[src/rtl/gin_pkg.sv]
// ============================================================================
// gin_pkg : shared types, geometry constants and helpers for the GIN receiver
// Revision: 1.0
// ============================================================================
`default_nettype none

package gin_pkg;

  typedef enum logic [0:0] {
    EMPTY = 1'b0,
    HOLD  = 1'b1
  } gin_state_e;

  localparam int GIN_ROWS   = 6;
  localparam int GIN_COLS   = 8;
  localparam int GIN_NUM_PE = GIN_ROWS * GIN_COLS;

  // PEs are numbered row-major, so the row is the quotient by the column count.
  function automatic int pe_row(input int i, input int cols = GIN_COLS);
    return i / cols;
  endfunction

endpackage

`default_nettype wire

[src/rtl/gin_id_scan_chain.sv]
// ============================================================================
// gin_id_scan_chain : ID shift register with parallel read-out
// Revision: 1.0
// ============================================================================
`default_nettype none

module gin_id_scan_chain #(
  parameter int DEPTH = 8,
  parameter int WIDTH = 5
) (
  input  logic                   clk,
  input  logic                   rst_n,
  input  logic                   shift_en,
  input  logic [WIDTH-1:0]       scan_in,
  output logic [DEPTH*WIDTH-1:0] ids
);

  // Entry k sits at ids[k*WIDTH +: WIDTH]; new values enter at the top entry
  // and walk toward entry 0, so the first value shifted ends up in entry 0.
  generate
    if (DEPTH == 1) begin : g_single
      always_ff @(posedge clk) begin
        if (!rst_n)        ids <= '0;
        else if (shift_en) ids <= scan_in;
      end
    end else begin : g_chain
      always_ff @(posedge clk) begin
        if (!rst_n)        ids <= '0;
        else if (shift_en) ids <= {scan_in, ids[DEPTH*WIDTH-1:WIDTH]};
      end
    end
  endgenerate

endmodule

`default_nettype wire

[src/rtl/gin_channel_receiver.sv]
// ============================================================================
// gin_channel_receiver : GIN channel endpoint, tag match + single-slot multicast
// Revision: 1.0
// ============================================================================
`default_nettype none

module gin_channel_receiver
  import gin_pkg::*;
#(
  parameter int NUMS_PE_ROW = GIN_ROWS,
  parameter int NUMS_PE_COL = GIN_COLS,
  parameter int XID_BITS    = 5,
  parameter int YID_BITS    = 3,
  parameter int DATA_SIZE   = 32
) (
  input  logic                               clk,
  input  logic                               rst_n,
  input  logic                               set_XID,
  input  logic [XID_BITS-1:0]                XID_scan_in,
  input  logic                               set_YID,
  input  logic [YID_BITS-1:0]                YID_scan_in,
  input  logic [NUMS_PE_ROW*NUMS_PE_COL-1:0] PE_en,
  input  logic                               GLB_valid,
  output logic                               GLB_ready,
  input  logic [XID_BITS-1:0]                tag_X,
  input  logic [YID_BITS-1:0]                tag_Y,
  input  logic [DATA_SIZE-1:0]               data_in,
  output logic [NUMS_PE_ROW*NUMS_PE_COL-1:0] PE_valid,
  input  logic [NUMS_PE_ROW*NUMS_PE_COL-1:0] PE_ready,
  output logic [DATA_SIZE-1:0]               PE_data,
  output logic                               busy
);

  localparam int N = NUMS_PE_ROW * NUMS_PE_COL;

  logic [N*XID_BITS-1:0]           xid;
  logic [NUMS_PE_ROW*YID_BITS-1:0] yid;
  logic [N-1:0]                    match;

  gin_state_e                      state, state_next;
  logic [N-1:0]                    pending, pending_next, pending_left;
  logic [DATA_SIZE-1:0]            data_q, data_next;

  gin_id_scan_chain #(.DEPTH(N), .WIDTH(XID_BITS)) u_xid_chain (
    .clk      (clk),
    .rst_n    (rst_n),
    .shift_en (set_XID),
    .scan_in  (XID_scan_in),
    .ids      (xid)
  );

  gin_id_scan_chain #(.DEPTH(NUMS_PE_ROW), .WIDTH(YID_BITS)) u_yid_chain (
    .clk      (clk),
    .rst_n    (rst_n),
    .shift_en (set_YID),
    .scan_in  (YID_scan_in),
    .ids      (yid)
  );

  generate
    for (genvar i = 0; i < N; i++) begin : g_match
      localparam int ROW = pe_row(i, NUMS_PE_COL);
      assign match[i] = PE_en[i]
                     && (xid[i*XID_BITS +: XID_BITS] == tag_X)
                     && (yid[ROW*YID_BITS +: YID_BITS] == tag_Y);
    end
  endgenerate

  assign pending_left = pending & ~PE_ready;

  always_ff @(posedge clk) begin
    if (!rst_n) begin
      state   <= EMPTY;
      pending <= '0;
      data_q  <= '0;
    end else begin
      state   <= state_next;
      pending <= pending_next;
      data_q  <= data_next;
    end
  end

  // A handshake with no matching PE is consumed without occupying the slot.
  always_comb begin
    state_next   = state;
    pending_next = pending;
    data_next    = data_q;
    case (state)
      EMPTY: begin
        if (GLB_valid && (|match)) begin
          state_next   = HOLD;
          pending_next = match;
          data_next    = data_in;
        end
      end
      HOLD: begin
        pending_next = pending_left;
        if (pending_left == '0) state_next = EMPTY;
      end
      default: state_next = EMPTY;
    endcase
  end

  always_comb begin
    GLB_ready = (state == EMPTY);
    busy      = (state == HOLD);
    PE_valid  = (state == HOLD) ? pending : '0;
  end

  assign PE_data = data_q;

endmodule

`default_nettype wire

[config.mk]
export PLATFORM = sky130hd
export DESIGN_NAME = gin_channel_receiver
export DESIGN_NICKNAME = d
export VERILOG_FILES = /design/src/rtl/gin_pkg.sv /design/src/rtl/gin_id_scan_chain.sv /design/src/rtl/gin_channel_receiver.sv
export SDC_FILE = /design/constraint.sdc
export NUM_CORES = 1
export LEC_CHECK = 0
export CAP_MARGIN = 20
export CELL_PAD_IN_SITES_DETAIL_PLACEMENT = 0
export CELL_PAD_IN_SITES_GLOBAL_PLACEMENT = 1
export CORE_AREA = 2 2 200 222
export CTS_CLUSTER_DIAMETER = 200
export DETAILED_ROUTE_END_ITERATION = 10
export DIE_AREA = 0 0 202 224
export GPL_ROUTABILITY_DRIVEN = 0
export PLACE_DENSITY_LB_ADDON = 0.1
export SYNTH_ARGS = -nofsm -noshare
export SYNTH_HDL_FRONTEND = slang
export SYNTH_SLANG_ARGS = --single-unit
[constraint.sdc]
create_clock -name clk -period 3.2 [get_ports clk]
set_input_delay 0.8 -clock clk [delete_from_list [all_inputs] [get_ports clk]]
set_output_delay 0.8 -clock clk [all_outputs]
set_load 0.02 [all_outputs]
# Word level (Yosys, flattened, before mapping)
# Cells that the tools add are included.
[word_totals]
ff_bits = 339
in_bits = 149
wordCells = 169
[op_classes]
n_eq_ne = 55
mux = 6
bitwise = 3
reduce_logical = 100
[op_table]
columns = ["cell", "n"]
rows = [
  ["== test 5 bit", 48],
  ["logical AND 1 bit", 97],
  ["two-way mux 48 bit", 2],
  ["one-hot mux 48 bit (2 select lines)", 1],
  ["AND 48 bit", 1],
  ["zero test 48 bit", 1],
  ["NOT 48 bit", 1],
  ["OR reduction 48 bit", 1],
  ["== test 3 bit", 6],
  ["two-way mux 1 bit", 2],
  ["!= test 2 x 1 -> 1 bit, second input constant", 1],
  ["one-hot mux 1 bit (2 select lines)", 1],
  ["AND reduction 2 bit", 1],
  ["NOT 1 bit", 1],
]

# Longest topological paths before layout
[logic_depth]
depth_word = 7
depth_mapped = 13
depth_no_buf = 7

# Cells and area by module
# Synthesis repeated with hierarchy kept, for this count alone.
[hier_totals]
hier_cells = 1812
area_unflattened_um2 = 17272.8
[modules_own_cells]
columns = ["mod", "n_inst", "cells_each", "area_per_inst_um2", "seq_area_each_um2"]
rows = [
  ["gin_id_scan_chain at u_xid_chain", 1, 773, 9186.3, 4804.6],
  ["gin_channel_receiver", 1, 982, 7398.3, 1621.6],
  ["gin_id_scan_chain at u_yid_chain", 1, 57, 688.2, 360.3],
]

# Worst setup path before layout
# Ideal clock, no wire load.
[synth_path]
path_type = "input port to flip-flop"
start = "in tag_X[1]"
end = "reg state, in the netlist busy"
setup_ns = 0.133
arrival_ns = 2.682
slack_ns = 0.385
cell_stages = 13
cell_sequence = "buf_4 -> buf_12 -> buf_12 -> buf_12 -> xnor2_1 -> nand4_1 -> nor3_1 -> nor4_1 -> nand4_1 -> buf_4 -> buf_8 -> o31ai_4 -> a21oi_1"
[synth_between]
elab_chain_len = 7
elab_cells_between_ends = 148
cone_classes = "eq/ne: 48; mux: 2; reduce/logical: 98"
[synth_rtl]
columns = ["element", "line", "source"]
rows = [
  ["start: declaration", "gin_channel_receiver.sv:25", "input logic [XID_BITS-1:0] tag_X,"],
  ["== test 5 bit", "gin_channel_receiver.sv:64", "&& (xid[i*XID_BITS +: XID_BITS] == tag_X)"],
  ["logical AND 1 bit", "gin_channel_receiver.sv:64", ""],
  ["logical AND 1 bit", "gin_channel_receiver.sv:65", "&& (yid[ROW*YID_BITS +: YID_BITS] == tag_Y);"],
  ["OR reduction 48 bit (*)", "gin_channel_receiver.sv:90", "if (GLB_valid && (|match)) begin"],
  ["logical AND 1 bit (*)", "gin_channel_receiver.sv:90", ""],
  ["two-way mux 1 bit (*)", "gin_channel_receiver.sv:90", ""],
  ["one-hot mux 1 bit (2 select lines) (*)", "gin_channel_receiver.sv:88", "case (state)"],
  ["end signal: assignment", "gin_channel_receiver.sv:77", "state <= state_next;"],
  ["end: declaration", "gin_channel_receiver.sv:40", "gin_state_e state, state_next;"],
]
# Every way passes the cells marked *; elsewhere a longest branch is shown, timed or not.
# A chain may end at the register's enable or synchronous reset.

# Worst setup path in the final report
[layout_path]
start = "in tag_Y[0]"
end = "reg pending[26]"
[layout_between]
elab_chain_len = 5
elab_cells_between_ends = 59
cone_classes = "eq/ne: 7; mux: 2; reduce/logical: 50"
[layout_rtl]
columns = ["element", "line", "source"]
rows = [
  ["start: declaration", "gin_channel_receiver.sv:26", "input logic [YID_BITS-1:0] tag_Y,"],
  ["== test 3 bit", "gin_channel_receiver.sv:65", ""],
  ["logical AND 1 bit", "gin_channel_receiver.sv:65", ""],
  ["OR reduction 48 bit", "gin_channel_receiver.sv:90", ""],
  ["logical AND 1 bit", "gin_channel_receiver.sv:90", ""],
  ["!= test 2 x 1 -> 1 bit (no line)", "--", ""],
  ["end signal: assignment", "gin_channel_receiver.sv:78", "pending <= pending_next;"],
  ["end: declaration", "gin_channel_receiver.sv:41", "logic [N-1:0] pending, pending_next, pending_left;"],
]
# Parallel ways exist; a longest one is shown, timed or not. The select of a mux whose other input is x is not followed.

==> results.md <==
- Outcome: finished clean
- Multi-input combinational cell area: 0.01044 sq mm
- Count leader, synth: dfxtp_1
- Reg area: 0.006788 sq mm
- Pwr Density: 430.9 mW/mm^2
- Initial Util: 42.73%
- DR iter-0 viols: 961
- Layout net count: 2381
- Critical path type: primary input to flop
- CP endpoint: pending[26]
- Syn. warnings: 0
- Final wirelength: 54130 microns
- Total of max-cap violations: 0
- Slew @ Worst Pin: 1053 ps
- HP Start: PE_data[8]
- Hold Slack: 508.7 ps
- CP startpoint kind: primary input
- Hold Vio Cnt, Final: 0
- Root Buffer: clkbuf_16
- Cell total after placement: 2765
- Unrepaired setup endpoints after global routing: no
- Crit. Startpoint: tag_Y[0]
- Clk pwr share: 43.9%
- Area Growth Syn to Fin: 24.41%
- Sequential share of power: 43.7%
- Most frequent CP cell: buf_4
- Achievable Freq: 328.3 MHz
- Peak VDD IR: 0.3162 mV
- Leading cell types by count after synthesis: dfxtp_1, nor2b_1, mux2i_1, xnor2_1, nand2_1
- Core Area: 0.04294 sq mm
- P_sw: 0.002479 W
- Net Sw Frac: 25.20%
- Area contributors post-synth: dfxtp_1, mux2i_1, xnor2_1
- Delay-heaviest family, CP: simple AND/OR/NAND/NOR gates
- DRC Markers: 0
- Sink Count: 339
- Min Tclk post-route: 3046 ps
- Residual overflow from global routing: 0
- Vias in the first global route: 14520
- Clk_lat worst skew: 550 ps
- Leakage: 8.185 nW
- Die Area: 0.04525 sq mm
- P_int: 0.007356 W
- Final setup vio count: 0
- # fillers: 3954
- Post-layout instance area: 0.02283 sq mm
- CTS tree: built
- Clk_skew: 16.12 ps
- Share of layout cells above drive strength 1: 9.973%
- Non-Filler Instances: 2830
- DR vias: 14630
- Unique masters post-synth: 44
- Hold_buf cts: 0
- Clock buffer depth: 3
- DP Area: 0.02155 sq mm
- Critical path depth: 12
- Die outline height: 224 microns
- CTS Buf Count: 39
- Seq/Total Area, Yosys: 36.99%
- R2R Setup Slk: 630 ps
- Critical Path, Cell by Cell: clkdlybuf4s50_1 -> buf_4 -> xnor2_1 -> nand3_1 -> buf_4 -> nor3_1 -> buf_4 -> nor4_1 -> buf_4 -> and4_1 -> nand4_4 -> a21oi_2
- Detailed Routing Iterations Pass 1: 6
- Max-slew headroom: 29.52%
- Reg2reg end: pending[26]
- HPWL after DPL: 38680 microns
- Worst Path Buf+Inv: 5
- Clk pin slew, worst setup/hold paths: 60 ps
- Worst setup EP type: flop
- Hold Crit Class: flop to flop
- Die width: 202 microns
- Worst Path Required: 3670 ps
- FFs w/ async S/R, synth: 0%
- Post-route antenna net violation count: 0
- Slew Viols, Final: 0
- Period utilization: 95.19%
- Largest fanout on the critical path: 14
- Drt via density: 5.171
- Post-synth top area share: 36.99%
- Tot GR Track Use: 23.65%
- Predominant post-synthesis flop cell: dfxtp_1
- Syn Area/Cell: 9.184 sq um
- Number of I/O pins: 231
- Net count after synthesis: 2147
- CP max stage cell: clkdlybuf4s50_1
- Reg2Reg Launch Point: u_yid_chain.ids[12]
- Number of synthesized register bits: 339
- Synth Cell Area: 0.01835 sq mm
- H-tree depth: 2
- CP Data Arrival Time: 3520 ps
- Number of buffers added on ports: 230
- Pin count of the biggest net entering global routing: 101
- Wire per inst: 19.13 microns
- Reg2reg path depth: 10
- Initial antenna violation count: 0
- First-pass GRT wire length: 85220 microns
- Largest area contributor in the netlist: dfxtp_1
- Worst Hold Path Cells: 2
- Ant. Diodes: 0
- Placement Rows: 80
- Gate power share: 12.4%
- Post-synth EDFFs: 0
- Gate Count Post-Synth: 1998
- Final Power: 0.009835 W
- Crit path largest cell delay: 410 ps
[area by class of cell]
type | count | share of cell area, %
clock buffers | 58 | 5.119
clock inverters | 7 | 0.2193
inverters | 48 | 0.7893
well taps | 574 | 3.146
multi-input cells | 1455 | 45.75
repair buffers | 349 | 15.24
flip-flops and latches | 339 | 29.74
[logic make-up after synthesis]
| group | after synthesis | synth area share (%) |
|---|---|---|
| buffers and inverters | 204 | 6.499 |
| flip-flops | 339 | 36.99 |
| XOR/XNOR | 258 | 12.32 |
| multiplexers | 258 | 14.07 |
| AO/OA/AOI/OAI | 211 | 8.667 |
| AND/OR/NAND/NOR | 728 | 21.46 |
[tightest hold or removal path: cells and delay by family, from the launching register on]
kind             cells  cell delay, ps
flip-flops           1             310
AO/OA/AOI/OAI        1              80
AND/OR/NAND/NOR      1              70
[worst min path at each step]
stage / to
after floorplan: pending[15]
after global placement: PE_data[14]
after detailed placement: PE_data[8]
after CTS: PE_data[8]
after global routing: PE_data[2]
final: PE_data[8]
[cells in the final DEF (no fill, tap or decap), types with 32 or more instances in the layout]
cell / n
a21oi_1: 48
and3_1: 32
buf_4: 95
clkbuf_16: 40
clkdlybuf4s50_1: 223
dfxtp_1: 338
inv_1: 47
mux2i_1: 258
nand2_1: 146
nand3_1: 52
nand4_1: 57
nor2_1: 70
nor2b_1: 258
nor3_1: 44
o21ai_0: 46
o311ai_1: 32
xnor2_1: 258
[per-layer routing]
metal | track usage, % | routed length, microns | vias to the layer above
met5 | 0 | 0 | -
met4 | 7.329 | 1449 | 0
met3 | 3.724 | 2758 | 68
met2 | 35.30 | 23040 | 392
met1 | 34.73 | 26880 | 6875
li1 | - | - | 7298
[per-stage QoR]
step                      util (%)  setup slack [ps]  setup TNS (ps)
after CTS                    53.02             24.76               0
after global routing         53.16             17.87               0
after detailed placement     50.17            -831.0          -63250
after global placement       50.17            -789.2          -59310
final                        53.16             153.9               0
after floorplan                  -             385.1               0
[what timing repair did]
| action | 4_1_cts | 5_1_grt |
|---|---|---|
| buffers inserted | 0 | 0 |
| setup endpoints to repair | 80 | 79 |
| gates resized for setup | 1 | 10 |
| gates cloned | 0 | 0 |
[flip-flops by register name (all words and copies together) (netlist names)]
register         flops
u_yid_chain.ids     18
u_xid_chain.ids    240
busy                 1
pending             48
PE_data             32
[power groups by stage]
| stage | logic (W) | registers, W | clock network (W) |
|---|---|---|---|
| 2_1_floorplan | 0.000741 | 0.00441 | 0 |
| 3_3_place_gp | 0.00122 | 0.00439 | 0 |
| 3_5_place_dp | 0.00122 | 0.00439 | 0 |
| 4_1_cts | 0.00122 | 0.00430 | 0.00443 |
| 5_1_grt | 0.00131 | 0.00430 | 0.00460 |
| 6_report | 0.00122 | 0.00430 | 0.00432 |
(Power assumes the default switching activity.)
